**config.mk**
```make
export PLATFORM = sky130hd
export DESIGN_NAME = secuenciador_orden_servo
export DESIGN_NICKNAME = d
export VERILOG_FILES = /design/src/rtl/servo_pkg.sv /design/src/rtl/fifo_orden.sv /design/src/rtl/secuenciador_orden_servo.sv
export SDC_FILE = /design/constraint.sdc
export NUM_CORES = 1
export LEC_CHECK = 0
export CORE_MARGIN = 10
export CORE_UTILIZATION = 49
export CTS_CLUSTER_DIAMETER = 150
export DETAILED_ROUTE_END_ITERATION = 10
export PLACE_DENSITY = 0.74
export RECOVER_POWER = 25
export SLEW_MARGIN = 20
export SYNTH_ARGS = -nofsm -noshare
export SYNTH_HDL_FRONTEND = slang
export SYNTH_SLANG_ARGS = --single-unit
```
**constraint.sdc**
```tcl
create_clock -name clk -period 2.67 [get_ports clk]
set_input_delay 0.6675 -clock clk [delete_from_list [all_inputs] [get_ports clk]]
set_output_delay 0.6675 -clock clk [all_outputs]
set_load 0.01 [all_outputs]
```
**src/rtl/servo_pkg.sv**
```systemverilog
// Shared definitions for the servo command sequencer: command width, rest code,
// FSM state encoding and the FIFO count width helper.
package servo_pkg;

    localparam int                 ORDEN_W      = 3;
    localparam logic [ORDEN_W-1:0] ORDEN_REPOSO = 3'd0;

    typedef enum logic {
        ST_IDLE = 1'b0,
        ST_HOLD = 1'b1
    } estado_e;

    // A count must reach DEPTH itself, hence one bit more than the address.
    function automatic int count_w(input int depth);
        return $clog2(depth) + 1;
    endfunction

endpackage

```
**src/rtl/fifo_orden.sv**
```systemverilog
// Synchronous command FIFO. Pointers carry one extra MSB so that full and empty
// are told apart when the address bits match.
module fifo_orden
    import servo_pkg::*;
#(
    parameter int DEPTH = 4,
    parameter int WIDTH = ORDEN_W
) (
    input  logic                      clk,
    input  logic                      rst_n,
    input  logic                      flush_i,
    input  logic                      push_i,
    input  logic [WIDTH-1:0]          data_i,
    input  logic                      pop_i,
    output logic [WIDTH-1:0]          data_o,
    output logic [count_w(DEPTH)-1:0] count_o,
    output logic                      full_o,
    output logic                      empty_o
);

    localparam int            AW      = $clog2(DEPTH);
    localparam int            CW      = count_w(DEPTH);
    localparam logic [CW-1:0] PTR_ONE = CW'(1);

    logic [WIDTH-1:0] mem_q [DEPTH];
    logic [CW-1:0]    wr_ptr_q;
    logic [CW-1:0]    rd_ptr_q;
    logic             do_push;
    logic             do_pop;

    assign count_o = wr_ptr_q - rd_ptr_q;
    assign empty_o = (wr_ptr_q == rd_ptr_q);
    assign full_o  = (wr_ptr_q[AW] != rd_ptr_q[AW]) &&
                     (wr_ptr_q[AW-1:0] == rd_ptr_q[AW-1:0]);

    assign do_push = push_i & ~full_o  & ~flush_i;
    assign do_pop  = pop_i  & ~empty_o & ~flush_i;
    assign data_o  = mem_q[rd_ptr_q[AW-1:0]];

    always_ff @(posedge clk or negedge rst_n) begin
        if (!rst_n) begin
            wr_ptr_q <= '0;
            rd_ptr_q <= '0;
        end else if (flush_i) begin
            wr_ptr_q <= '0;
            rd_ptr_q <= '0;
        end else begin
            if (do_push) wr_ptr_q <= wr_ptr_q + PTR_ONE;
            if (do_pop)  rd_ptr_q <= rd_ptr_q + PTR_ONE;
        end
    end

    // NOTE: the storage array is deliberately not reset; validity is defined by the
    // pointers alone, and leaving it out of reset keeps it a plain register file/RAM.
    always_ff @(posedge clk) begin
        if (do_push) mem_q[wr_ptr_q[AW-1:0]] <= data_i;
    end

endmodule

```
**src/rtl/secuenciador_orden_servo.sv**
```systemverilog
// Servo command sequencer: queues commands and applies each one on the registered
// orden output for a fixed dwell time, back-to-back when more are waiting.
module secuenciador_orden_servo
    import servo_pkg::*;
#(
    parameter int FIFO_DEPTH   = 4,
    parameter int DWELL_CYCLES = 50_000_000
) (
    input  logic                           clk,
    input  logic                           reset,
    input  logic [ORDEN_W-1:0]             cmd_orden,
    input  logic                           cmd_valid,
    output logic                           cmd_ready,
    input  logic                           flush,
    output logic [ORDEN_W-1:0]             orden,
    output logic                           busy,
    output logic [count_w(FIFO_DEPTH)-1:0] fifo_count,
    output logic                           overflow
);

    localparam int               CNT_W      = $clog2(DWELL_CYCLES);
    localparam logic [CNT_W-1:0] CNT_RELOAD = CNT_W'(DWELL_CYCLES - 1);
    localparam logic [CNT_W-1:0] CNT_ONE    = CNT_W'(1);

    estado_e            state_q, state_d;
    logic [CNT_W-1:0]   cnt_q, cnt_d;
    logic [ORDEN_W-1:0] orden_q, orden_d;
    logic               overflow_q, overflow_d;

    logic               push;
    logic               fifo_pop;
    logic               fifo_full;
    logic               fifo_empty;
    logic [ORDEN_W-1:0] fifo_head;

    // Ready depends only on the registered fill level, so a pop in the same cycle
    // never opens room for a push into a full queue.
    assign cmd_ready = ~fifo_full & ~flush;
    assign push      = cmd_valid & cmd_ready;

    fifo_orden #(
        .DEPTH (FIFO_DEPTH),
        .WIDTH (ORDEN_W)
    ) u_fifo (
        .clk     (clk),
        .rst_n   (reset),
        .flush_i (flush),
        .push_i  (push),
        .data_i  (cmd_orden),
        .pop_i   (fifo_pop),
        .data_o  (fifo_head),
        .count_o (fifo_count),
        .full_o  (fifo_full),
        .empty_o (fifo_empty)
    );

    always_ff @(posedge clk or negedge reset) begin
        if (!reset) begin
            state_q    <= ST_IDLE;
            cnt_q      <= '0;
            orden_q    <= ORDEN_REPOSO;
            overflow_q <= 1'b0;
        end else begin
            state_q    <= state_d;
            cnt_q      <= cnt_d;
            orden_q    <= orden_d;
            overflow_q <= overflow_d;
        end
    end

    // NOTE: every signal driven here gets a default before any branch, which rules out
    // latches; combinational blocks use blocking '=', clocked blocks use '<='.
    always_comb begin
        state_d    = state_q;
        cnt_d      = cnt_q;
        orden_d    = orden_q;
        fifo_pop   = 1'b0;
        overflow_d = overflow_q | (cmd_valid & ~cmd_ready);

        if (flush) begin
            state_d    = ST_IDLE;
            cnt_d      = '0;
            overflow_d = 1'b0;
        end else begin
            unique case (state_q)
                ST_IDLE: begin
                    if (!fifo_empty) begin
                        fifo_pop = 1'b1;
                        orden_d  = fifo_head;
                        cnt_d    = CNT_RELOAD;
                        state_d  = ST_HOLD;
                    end
                end
                ST_HOLD: begin
                    if (cnt_q != '0) begin
                        cnt_d = cnt_q - CNT_ONE;
                    end else if (!fifo_empty) begin
                        fifo_pop = 1'b1;
                        orden_d  = fifo_head;
                        cnt_d    = CNT_RELOAD;
                    end else begin
                        state_d = ST_IDLE;
                    end
                end
            endcase
        end
    end

    assign orden    = orden_q;
    assign busy     = (state_q == ST_HOLD);
    assign overflow = overflow_q;

endmodule
```
; Word-level counts from Yosys, hierarchy flattened
; Memory sizes are Yosys's and may differ from the RTL's.
; Cells that the tools add are included.
[classes]
n_addsub = 4
muxes = 21
reduce_logical = 5
n_bitwise = 13
n_eq_ne = 4
[op_table]
columns = cell, count
row1 = two-way mux 26 bit, 3
row2 = one-hot mux 26 bit (2 select lines), 1
row3 = nonzero test 26 bit, 1
row4 = "subtractor 26 x 1 -> 26 bit, second input constant", 1
row5 = two-way mux 3 bit, 6
row6 = two-way mux 1 bit, 8
row7 = bitwise AND 1 bit, 7
row8 = "adder 3 x 1 -> 3 bit, second input constant", 2
row9 = one-hot mux 3 bit (2 select lines), 1
row10 = inverter 1 bit, 5
row11 = one-hot mux 1 bit (2 select lines), 2
row12 = nonzero test 2 bit, 2
row13 = equality test 3 bit, 1
row14 = subtractor 3 bit, 1
row15 = equality test 2 bit, 1
row16 = "inequality test 2 bit, second input constant", 1
row17 = AND reduction 2 bit, 1
row18 = logical AND 1 bit, 1
row19 = inequality test 1 bit, 1
row20 = OR 1 bit, 1
[totals]
ram_bits = 12
reg_bits = 37
inputBits = 7
output_inout_bits = 9
word_cells = 54
n_memories = 1
[mem_list]
columns = name, words, width, rd, rd_ports_with_merged_regs, write_ports, line
row1 = u_fifo.mem_q, 4, 3, 1, 0, 1, fifo_orden.sv:25  ; logic [WIDTH-1:0] mem_q [DEPTH];

; Logic depth before layout (Yosys ltp)
; Gate-level depths: netlist (run 1).
[depth]
ltp_word = 9
mapped_depth = 9

; Modules after synthesis
; Synthesis (run 1) repeated with hierarchy kept, for this count alone.
[hier_totals]
cells_unflattened = 280
area_unflattened_um2 = 2877.8
[modules_own_cells]
columns = mod, instances, cells_per_inst, area_per_inst_um2, seq_area_each_um2
row1 = secuenciador_orden_servo, 1, 202, 1886.8, 775.7
row2 = fifo_orden, 1, 78, 991.0, 510.5

; Least setup slack after synthesis (run 1)
; OpenSTA, ideal clock, no wires.
[synth_timing]
path_kind = register to register
from = register cnt_q[0]
to = register orden_q[0] (netlist: orden[0])
arrival_ns = 1.914
t_required_ns = 2.543
stages_incl_launch_ff = 9
setup_slack_ns = 0.628
setup_ns = 0.127
path_buffers = 1
cell_sequence = dfrtp_1 inv_1 ha_1 nor4b_1 nand4b_1 o21ai_1 buf_4 nand3_2 mux2_1
[synth_via]
elab_chain_cells = 3
[synth_lines]
columns = item, line
row1 = from (decl), secuenciador_orden_servo.sv:26  ; logic [CNT_W-1:0] cnt_q, cnt_d;
row2 = from (signal assigned), secuenciador_orden_servo.sv:65  ; cnt_q <= cnt_d;
row3 = nonzero test 26 bit, secuenciador_orden_servo.sv:95  ; if (cnt_q != '0) begin
row4 = inequality test 2 bit (no source line), --
row5 = AND reduction 2 bit (no source line), --
row6 = to (signal assigned), secuenciador_orden_servo.sv:66  ; orden_q <= orden_d;
row7 = to (decl), secuenciador_orden_servo.sv:27  ; logic [ORDEN_W-1:0] orden_q, orden_d;
; No other way between the ends.
; A chain may end at the register's enable or synchronous reset.

; Worst setup path after layout (run 1)
[layout_timing]
from = register u_fifo.wr_ptr_q[0]
to = output port fifo_count[2]
[layout_via]
elab_chain_cells = 1
[layout_lines]
columns = item, line
row1 = from (decl), fifo_orden.sv:26  ; logic [CW-1:0] wr_ptr_q;
row2 = from (signal assigned), fifo_orden.sv:48  ; if (do_push) wr_ptr_q <= wr_ptr_q + PTR_ONE;
row3 = subtractor 3 bit, fifo_orden.sv:31  ; assign count_o = wr_ptr_q - rd_ptr_q;
row4 = to (decl), secuenciador_orden_servo.sv:17  ; output logic [count_w(FIFO_DEPTH)-1:0] fifo_count,
; No other way between the ends.

==> reports/summary.txt, run 1 <==
Final Critical Period: 2.41 ns
die area: 9090 sq um
Required @ worst endpoint: 2.00 ns
final wirelength: 6290 um
top post-synthesis cells by area: dfrtp_1 33%, edfxtp_1 13%, ha_1 3.6%, a21oi_1 2.9%, inv_1 2.4%
Sinks on Clock Net: 49
DR iter-0 viols: 123
crit path max fanout: 3
worst-case clock buffer depth: 2
Power Density: 1080 nW/um^2
unrepaired setup endpoints after global routing: no
max-slew violation count: 38
RR Endpoint: cnt_q[23]
Slew HR: -0.356
Syn. warnings: 0
setup tns final: 0 ns
Leak: 1.32 nW
std cell rows: 27
Final period util: 0.902
Via Count: 2142
Post-DP Area: 3050 sq um
CTS tree: done
syn avg cell area: 10.3 sq um
Seq/Total Area, Yosys: 0.462
chip height: 95.3 um
Setup Viol. Count Final: 0
crit start category: flip-flop
CTS clk-pin slew, worst paths: 0.09 ns
R2R Path Start: cnt_q[0]
Fin. Hold Viols: 0
Final Net Count: 311
worst reg2reg path depth: 8
status: complete, but fails checks
Hold Crit Class: flip-flop to flip-flop
gpl congestion: 0.898
starting density of the core: 0.505
gr ovfl total: 0
WL/cell: 17.1 um
Post-Syn Area: 2780 sq um
post-synth top area share: 0.333
synth cell count leaders: 37 x dfrtp_1, 18 x inv_1, 18 x nand2_1
# H-tree levels: 2
Crit Path Class: flip-flop to primary output
Hold Crit Start: orden[0]
failing checks: max-capacitance violations, max-slew violations
Ant. Diodes: 0
Post-CTS Hold Buffers: 0
Clock Skew: 0.00455 ns
antenna viol nets, final: 0
Worst Hold Depth: 1
P&R area growth vs syn: 15.9%
Net Count, Synth: 286
most frequent cell after synthesis: dfrtp_1
Least-Margin Pin Slew: 2.03 ns
Mapped Cells: 270
DP Worst Slack: 0.106 ns
global-route total usage across every layer: 0.149
DRT Pass-1 Iters: 4
initial antenna violation count: 0
vias in the first global route: 2153
Power, Total: 0.00349 W
CORE AREA: 5510 sq um
r2r setup slk: 0.28 ns
Synth area leader: dfrtp_1
CP Capture Type: primary output
input/output buffers: 15
# DRC: 0
Synth cell types: 60
worst-skew pair later-pin latency: 0.31 ns
fin area: 3220 sq um
global-route wire length before repair: 10800 um
# IOs: 16
fraction of registers with async set/reset: 0.755
largest net degree at the start of global routing: 38
max-cap violation count: 1
FF+latch count, synth: 49
Max Freq: 415 MHz
Primary FF master, synth: dfrtp_1
CTS Root Cell: clkbuf_8
setup ws final: 0.262 ns
layout cells sized above 1: 0.142
number of flops mapped to enable cells by yosys: 12
Final HPWL DP: 4400 um
chip width: 95.3 um
vias per cell: 5.82
Crit path arrival time: 1.74 ns
Hold Path End: orden[0]
maximum vdd drop: 0.676 mV
TritonCTS Buffers: 5
==> where the power goes <==
group / total (W) / internal (W) / switching [W]
Sequential: 0.00122 / 0.000955 / 0.000263
Combinational: 0.00162 / 0.000714 / 0.000905
Clock: 0.000649 / 0.000377 / 0.000272
==> cells in the final DEF (no fill, tap or decap), types with 6 or more instances in the layout <==
master and instances:
edfxtp_1 12, nor3_1 12, nor4_1 9, nand2_1 18
nand3_1 6, inv_1 18, a211oi_1 6, buf_4 15
or3_1 8, clkdlybuf4s50_1 8, dfrtp_1 36, a21oi_1 16
o21a_1 7, o21ai_0 10, nor2_1 15, ha_1 8
==> worst max path at each step <==
stage	start	to
2_1_floorplan	cnt_q[0]	orden[0]
4_1_cts	u_fifo.wr_ptr_q[0]	fifo_count[1]
3_3_place_gp	flush	cmd_ready
6_report	u_fifo.wr_ptr_q[0]	fifo_count[2]
5_1_grt	cnt_q[0]	cnt_q[20]
3_5_place_dp	flush	cmd_ready
==> cells by family after synthesis <==
group | count (synthesis) | share of synthesized area
AOI/OAI and AO/OA | 68 | 0.168
xor gates and xnor gates | 6 | 0.0189
adders and majority gates | 9 | 0.0432
buffers and inverters | 30 | 0.0463
DFF | 49 | 0.462
muxes | 7 | 0.0400
and+or+nand+nor | 101 | 0.221
==> sequential cells by signal, indices dropped and copies added (netlist names) <==
name / flops
busy: 1
cnt_q: 26
orden: 3
overflow: 1
u_fifo.mem_q: 12
u_fifo.rd_ptr_q: 3
u_fifo.wr_ptr_q: 3
==> stage by stage <==
step,instances,hold slack (ns),util
after floorplan,270,0.372,-
after global placement,358,0.473,0.554
after detailed placement,358,0.489,0.554
after CTS,368,0.485,0.582
after global routing,368,0.529,0.585
final,368,0.500,0.585
==> layer usage <==
layer,vias up,wire (um),track usage
met5,-,0,0
met4,0,51,0.0474
met3,4,280,0.0322
met2,40,3100,0.243
met1,1031,2860,0.193
li1,1067,-,-
==> cell type report <==
class	count	area (sq um)
Clock buffer	5	68.8
Inverter	18	67.6
Fill cell	464	2280
Multi-Input combinational cell	191	1380
Sequential cell	49	1290
Clock inverter	3	68.8
Timing Repair Buffer	30	260
Tap cell	72	90.1
==> worst max-delay path: stages (launching register included) <==
cell           delay [ns]
dfrtp_1              0.36
inv_1                0.08
ha_1                 0.19
fa_1                 0.37
xnor2_1              0.14
dlygate4sd2_1        0.28
==> repair_timing <==
item                                    4_1_cts  5_1_grt
gates resized for setup                       2        4
endpoints found under the setup margin        3       11
setup buffers                                 2        0
pin swaps                                     0        0
No activity file was read; power rests on OpenSTA's default activity.
==> inputs of run 2 (changes only) <==
--- a/config.mk
+++ b/config.mk
@@ -11,6 +11,7 @@
 export DETAILED_ROUTE_END_ITERATION = 10
 export PLACE_DENSITY = 0.74
 export RECOVER_POWER = 25
+export REMOVE_ABC_BUFFERS = 1
 export SLEW_MARGIN = 20
 export SYNTH_ARGS = -nofsm -noshare
 export SYNTH_HDL_FRONTEND = slang
==> reports/summary.txt, run 2 (synthesis results as in run 1) <==
Max Freq: 391 MHz (-5.9%)
Crit Path Class: flip-flop to primary output
Least-Margin Pin Slew: 2.06 ns (+0.0279 ns)
Sinks on Clock Net: 49 (unchanged)
CP max stage cell: clkdlybuf4s50_1
Largest Register: cnt_q
Final Net Count: 311 (unchanged)
CTS tree: done
antenna viol nets, final: 0 (unchanged)
Post-Layout Cell Count: 368 (unchanged)
CTS Root Cell: clkbuf_8
layout cells sized above 1: 0.142 (unchanged)
vias in the first global route: 2207 (+2.5%)
Via Count: 2205 (+2.9%)
# H-tree levels: 2 (unchanged)
WL/cell: 17.6 um (+3.2%)
Leak: 1.31 nW (-1.3%)
max-cap violation count: 1 (unchanged)
Clk pwr share: 0.160 (-0.026)
worst-case clock buffer depth: 2 (unchanged)
hold_ws: 0.499 ns (-0.000876 ns)
switch share: 0.428 (+0.0150)
initial antenna violation count: 0 (unchanged)
setup tns final: 0 ns (unchanged)
Hold Crit Start: orden[2]
# IOs: 16 (unchanged)
DRT Pass-1 Iters: 4 (unchanged)
chip height: 95.3 um (unchanged)
crit path max fanout: 3 (unchanged)
R2R Path Start: cnt_q[0]
Ant. Diodes: 0 (unchanged)
max-slew violation count: 38 (unchanged)
unrepaired setup endpoints after global routing: no
Multi-input gate area: 1380 sq um (-0.27%)
failing checks: max-capacitance violations, max-slew violations
number of flip-flops in the largest register: 26 (unchanged)
Util after Layout: 0.579 (-0.00591)
Final HPWL DP: 4600 um (+4.5%)
Pint: 0.00194 W (-5.1%)
CP max stage delay: 0.54 ns (+0.17 ns)
Filler cells: 458 (-1.3%)
Hold Crit Class: flip-flop to flip-flop
Crit path arrival time: 1.89 ns (+0.15 ns)
Fin. Hold Viols: 0 (unchanged)
# DRC: 0 (unchanged)
CTS clk-pin slew, worst paths: 0.09 ns (about the same)
fin area: 3190 sq um (-1.0%)
crit start category: flip-flop
share of total power in sequential cells: 0.360 (+0.010)
final wirelength: 6490 um (+3.2%)
Sequential Area: 1290 sq um (about the same)
vias per cell: 5.99 (+2.9%)
worst-skew pair later-pin latency: 0.31 ns (about the same)
starting density of the core: 0.505 (unchanged)
Setup Viol. Count Final: 0 (unchanged)
Post-DP Area: 3050 sq um (unchanged)
global-route total usage across every layer: 0.153 (+0.00348)
Clock Skew: 0.00545 ns (+0.000899 ns)
DR iter-0 viols: 163 (+33%)
commonest cells after routing, fill and taps aside: 37 x dfrtp_1, 18 x nand2_1, 17 x inv_1, 16 x a21oi_1
CP Launch Point: u_fifo.rd_ptr_q[1]
gpl congestion: 0.832 (-7.3%)
largest net degree at the start of global routing: 38 (unchanged)
sw power: 0.00145 W (+0.98%)
CORE AREA: 5510 sq um (unchanged)
P&R area growth vs syn: 14.7%
chip width: 95.3 um (unchanged)
Power Density: 1060 nW/um^2 (-1.6%)
CP Capture Type: primary output
TritonCTS Buffers: 5 (unchanged)
input/output buffers: 15 (unchanged)
most frequent CP cell: nor2_1
global-route wire length before repair: 11100 um (+2.8%)
Final period util: 0.959 (+0.0570)
die area: 9090 sq um (unchanged)
Final Critical Period: 2.56 ns (+0.152 ns)
Placed Cells: 358 (unchanged)
Slew HR: -0.375 (-0.0186)
Required @ worst endpoint: 2.00 ns (about the same)
Logic pwr share: 0.480 (+0.016)
gr ovfl total: 0 (unchanged)
status: complete, but fails checks
r2r setup slk: 0.26 ns (-0.02 ns)
maximum vdd drop: 0.562 mV (-17%)
std cell rows: 27 (unchanged)
critical-path cell list: inv_1 > ha_1 > nand2_1 > nor2_1 > nor2_1 > clkdlybuf4s50_1
most common cell after layout, fill and taps aside: dfrtp_1
==> run 2: cell count changes in the layout (fill, tap and decap cells not counted) <==
cell / change
o21ai_1: -1
bufinv_16: -1
xnor2_1: +1
inv_1: -1
dlymetal6s2s_1: -1
clkinv_2: +1
dfrtp_2: -1
dfrtp_1: +1
o21ai_2: +1
clkdlybuf4s50_1: +1
inv_2: +1
xnor2_2: -1
==> run 2: path summary, 6_finish.rpt <==
path / end / depth (start not counted)
min in group asynchronous: orden[1] / 1
max in group asynchronous: cnt_q[19] / 1
worst max register to register: cnt_q[10] / 8
worst min-delay path: orden[2] / 1
worst max-delay path: cmd_ready / 6
worst min register to register: orden[2] / 1
==> run 2: worst max-delay path, delay by kind of cell (launching register included) <==
family / cells / cell delay, ns
DFF: 1 / 0.40
adders and majority gates: 1 / 0.30
buffers and inverters: 2 / 0.60
and+or+nand+nor: 3 / 0.29
==> run 2: cell type report <==
type / instances / share of cell area
Clock buffer: 5 / 0.0216
Clock inverter: 3 / 0.0137
Inverter: 18 / 0.0212
Multi-Input combinational cell: 191 / 0.431
Sequential cell: 49 / 0.403
Tap cell: 72 / 0.0282
Timing Repair Buffer: 30 / 0.0808
==> run 2: per-layer routing <==
layer | global-route usage | share of wire | vias to the layer above
met1 | 0.188 | 0.43 | 1078
met4 | 0.0411 | 0.0083 | 0
li1 | - | - | 1062
met5 | 0 | 0 | -
met2 | 0.266 | 0.50 | 60
met3 | 0.0306 | 0.061 | 5
==> run 2: power by group through the flow <==
| stage | Combinational [W] | Clock [W] | Sequential (W) |
|---|---|---|---|
| detailed placement | 0.00162 | 0 | 0.00123 |
| floorplan | 0.00103 | 0 | 0.00120 |
| global placement | 0.00158 | 0 | 0.00122 |
| CTS | 0.00163 | 0.000547 | 0.00122 |
| global route | 0.00182 | 0.000577 | 0.00126 |
| finish | 0.00163 | 0.000542 | 0.00122 |
==> run 2: metrics by stage <==
step	power [W]	worst slack, ns
finish	0.00340	0.110
CTS	0.00339	0.0277
floorplan	0.00223	0.101
global route	0.00366	0.00333
global placement	0.00280	0.141
detailed placement	0.00285	0.128
==> run 2: what timing repair did <==
| action | CTS | global route |
|---|---|---|
| hold buffers | 0 | 0 |
| buffers inserted | 1 | 1 |
| gates resized for setup | 1 | 4 |
| setup endpoints to repair | 3 | 14 |
| hold endpoints to repair | 0 | 0 |
==> inputs of run 3 (changes only) <==
--- a/config.mk
+++ b/config.mk
@@ -9,6 +9,7 @@
 export CORE_UTILIZATION = 49
 export CTS_CLUSTER_DIAMETER = 150
 export DETAILED_ROUTE_END_ITERATION = 10
+export GPL_TIMING_DRIVEN = 0
 export PLACE_DENSITY = 0.74
 export RECOVER_POWER = 25
 export REMOVE_ABC_BUFFERS = 1
==> reports/summary.txt, run 3 (synthesis results as in run 1) <==
CP max stage delay: 0.60 ns (+0.06 ns)
Power Density: 1050 nW/um^2 (-1.4%)
TritonCTS Buffers: 5 (unchanged)
Least-Margin Pin Slew: 1.36 ns (-0.704 ns)
CP Capture Type: flip-flop
Max Freq: 403 MHz (+3.1%)
# DRC: 0 (unchanged)
final wirelength: 6160 um (-5.1%)
R2R Path Start: cnt_q[0]
commonest cells after routing, fill and taps aside: 35 x dfrtp_1, 18 x inv_1, 18 x nand2_1, 16 x a21oi_1, 15 x nor2_1
most common cell after layout, fill and taps aside: dfrtp_1
Crit Path Class: flip-flop to flip-flop
# IOs: 16 (unchanged)
Util after Layout: 0.577 (-0.00273)
WL/cell: 17.1 um (-3.3%)
fin area: 3180 sq um (-0.47%)
Largest Register: cnt_q
Required @ worst endpoint: 2.89 ns (+0.89 ns)
die area: 9090 sq um (unchanged)
hold_ws: 0.409 ns (-0.0899 ns)
Leak: 1.27 nW (-2.4%)
Buf/Inv on CP: 1 (-1)
std cell rows: 27 (unchanged)
worst reg2reg path depth: 7 (-1)
vias per cell: 5.98 (-0.23%)
chip width: 95.3 um (unchanged)
CORE AREA: 5510 sq um (unchanged)
crit start category: flip-flop
unrepaired setup endpoints after global routing: no
Final HPWL DP: 4050 um (-12%)
initial antenna violation count: 0 (unchanged)
Final Net Count: 304 (-2.3%)
number of flip-flops in the largest register: 26 (unchanged)
CTS clk-pin slew, worst paths: 0.09 ns (about the same)
chip height: 95.3 um (unchanged)
r2r setup slk: 0.19 ns (-0.07 ns)
worst-case clock buffer depth: 2 (unchanged)
setup tns final: 0 ns (unchanged)
status: finished, final reports clean
Final period util: 0.930 (-0.0288)
Fin. Hold Viols: 0 (unchanged)
DRT Pass-1 Iters: 4 (unchanged)
Via Count: 2158 (-2.1%)
Ant. Diodes: 0 (unchanged)
P&R area growth vs syn: 14.2%
input/output buffers: 15 (unchanged)
vias in the first global route: 2208 (+0.045%)
Setup Viol. Count Final: 0 (unchanged)
Post-CTS Hold Buffers: 0 (unchanged)
Hold Crit Class: input port to asynchronous set/reset pin
Filler cells: 465 (+1.5%)
Crit path arrival time: 2.70 ns (+0.81 ns)
largest net degree at the start of global routing: 35 (-7.9%)
RR Endpoint: cnt_q[13]
Sinks on Clock Net: 49 (unchanged)
Clock Skew: 0.00828 ns (+0.00282 ns)
CTS Root Cell: clkbuf_8
# H-tree levels: 2 (unchanged)
Slew HR: 0.0950 (+0.470)
antenna viol nets, final: 0 (unchanged)
layout cells sized above 1: 0.128 (-0.0139)
crit path max fanout: 10 (+7)
DR iter-0 viols: 91 (-44%)
max-cap violation count: 0 (-1)
maximum vdd drop: 0.519 mV (-7.6%)
setup ws final: 0.187 ns (+0.0769 ns)
gr ovfl total: 0 (unchanged)
Final Critical Period: 2.48 ns (-0.0769 ns)
delay-heaviest family, CP: compound AO/OA/AOI/OAI gates
starting density of the core: 0.505 (unchanged)
max-slew violation count: 0 (-100%)
global-route total usage across every layer: 0.144 (-0.00839)
gpl congestion: 0.821 (-1.3%)
CTS tree: done
DP Worst Slack: -0.278 ns (-0.406 ns)
Post-DP Area: 2970 sq um (-2.6%)
worst-skew pair later-pin latency: 0.30 ns (about the same)
critical-path cell list: inv_1 > ha_1 > nor4b_2 > nand4b_1 > o21ai_2 > o21ai_0 > a21oi_1
CP max stage cell: o21ai_2
global-route wire length before repair: 10500 um (-5.5%)
-- run 3: layout make-up --
| cell class | count | area [sq um] | area share |
|---|---|---|---|
| inverters | 18 | 67.6 | 0.0213 |
| clock buffers | 6 | 82.6 | 0.0260 |
| flip-flops and latches | 49 | 1290 | 0.406 |
| clock inverters | 2 | 13.8 | 0.00433 |
| multi-input cells | 192 | 1420 | 0.446 |
| repair buffers | 22 | 216 | 0.0682 |
| well taps | 72 | 90.1 | 0.0284 |
-- run 3: metal layers --
metal	share of wire	track usage	routed length, um
met1	0.43	0.172	2660
met2	0.51	0.248	3120
met3	0.048	0.0361	293
met4	0.014	0.0499	86
met5	0	0	0
-- run 3: worst max-delay path by stage --
| stage | endpoint | start | depth (start not counted) |
|---|---|---|---|
| finish | cnt_q[13] | cnt_q[0] | 7 |
| global route | cnt_q[14] | cnt_q[0] | 7 |
| CTS | fifo_count[1] | u_fifo.wr_ptr_q[0] | 5 |
| detailed placement | orden[1] | cnt_q[0] | 7 |
| global placement | orden[2] | cnt_q[0] | 7 |
| floorplan | orden[0] | cnt_q[0] | 7 |
-- run 3: where the power goes --
group / switching (W) / internal [W] / total [W]
registers: 0.000271 / 0.000957 / 0.00123
clock network: 0.000255 / 0.000211 / 0.000466
logic: 0.000931 / 0.000709 / 0.00164
-- run 3: per-stage QoR --
stage	total power (W)	cells
after detailed placement	0.00271	346
after floorplan	0.00223	258
after global routing	0.00359	361
final	0.00333	361
after CTS	0.00326	358
after global placement	0.00267	345
-- run 3: repair_timing --
item                                    4_1_cts  5_1_grt
cloned                                        1        0
endpoints found under the setup margin       20       10
pin swaps                                     2        2
buffers inserted                              3        3
gates resized for setup                       7        3
-- run 3: worst register-to-register path, delay by kind of cell, from the launching register on --
| family | cells | cell delay [ns] |
|---|---|---|
| buf+inv | 1 | 0.08 |
| fa+ha+maj | 1 | 0.25 |
| compound gates | 3 | 0.93 |
| flops | 1 | 0.43 |
| simple gates | 2 | 0.71 |
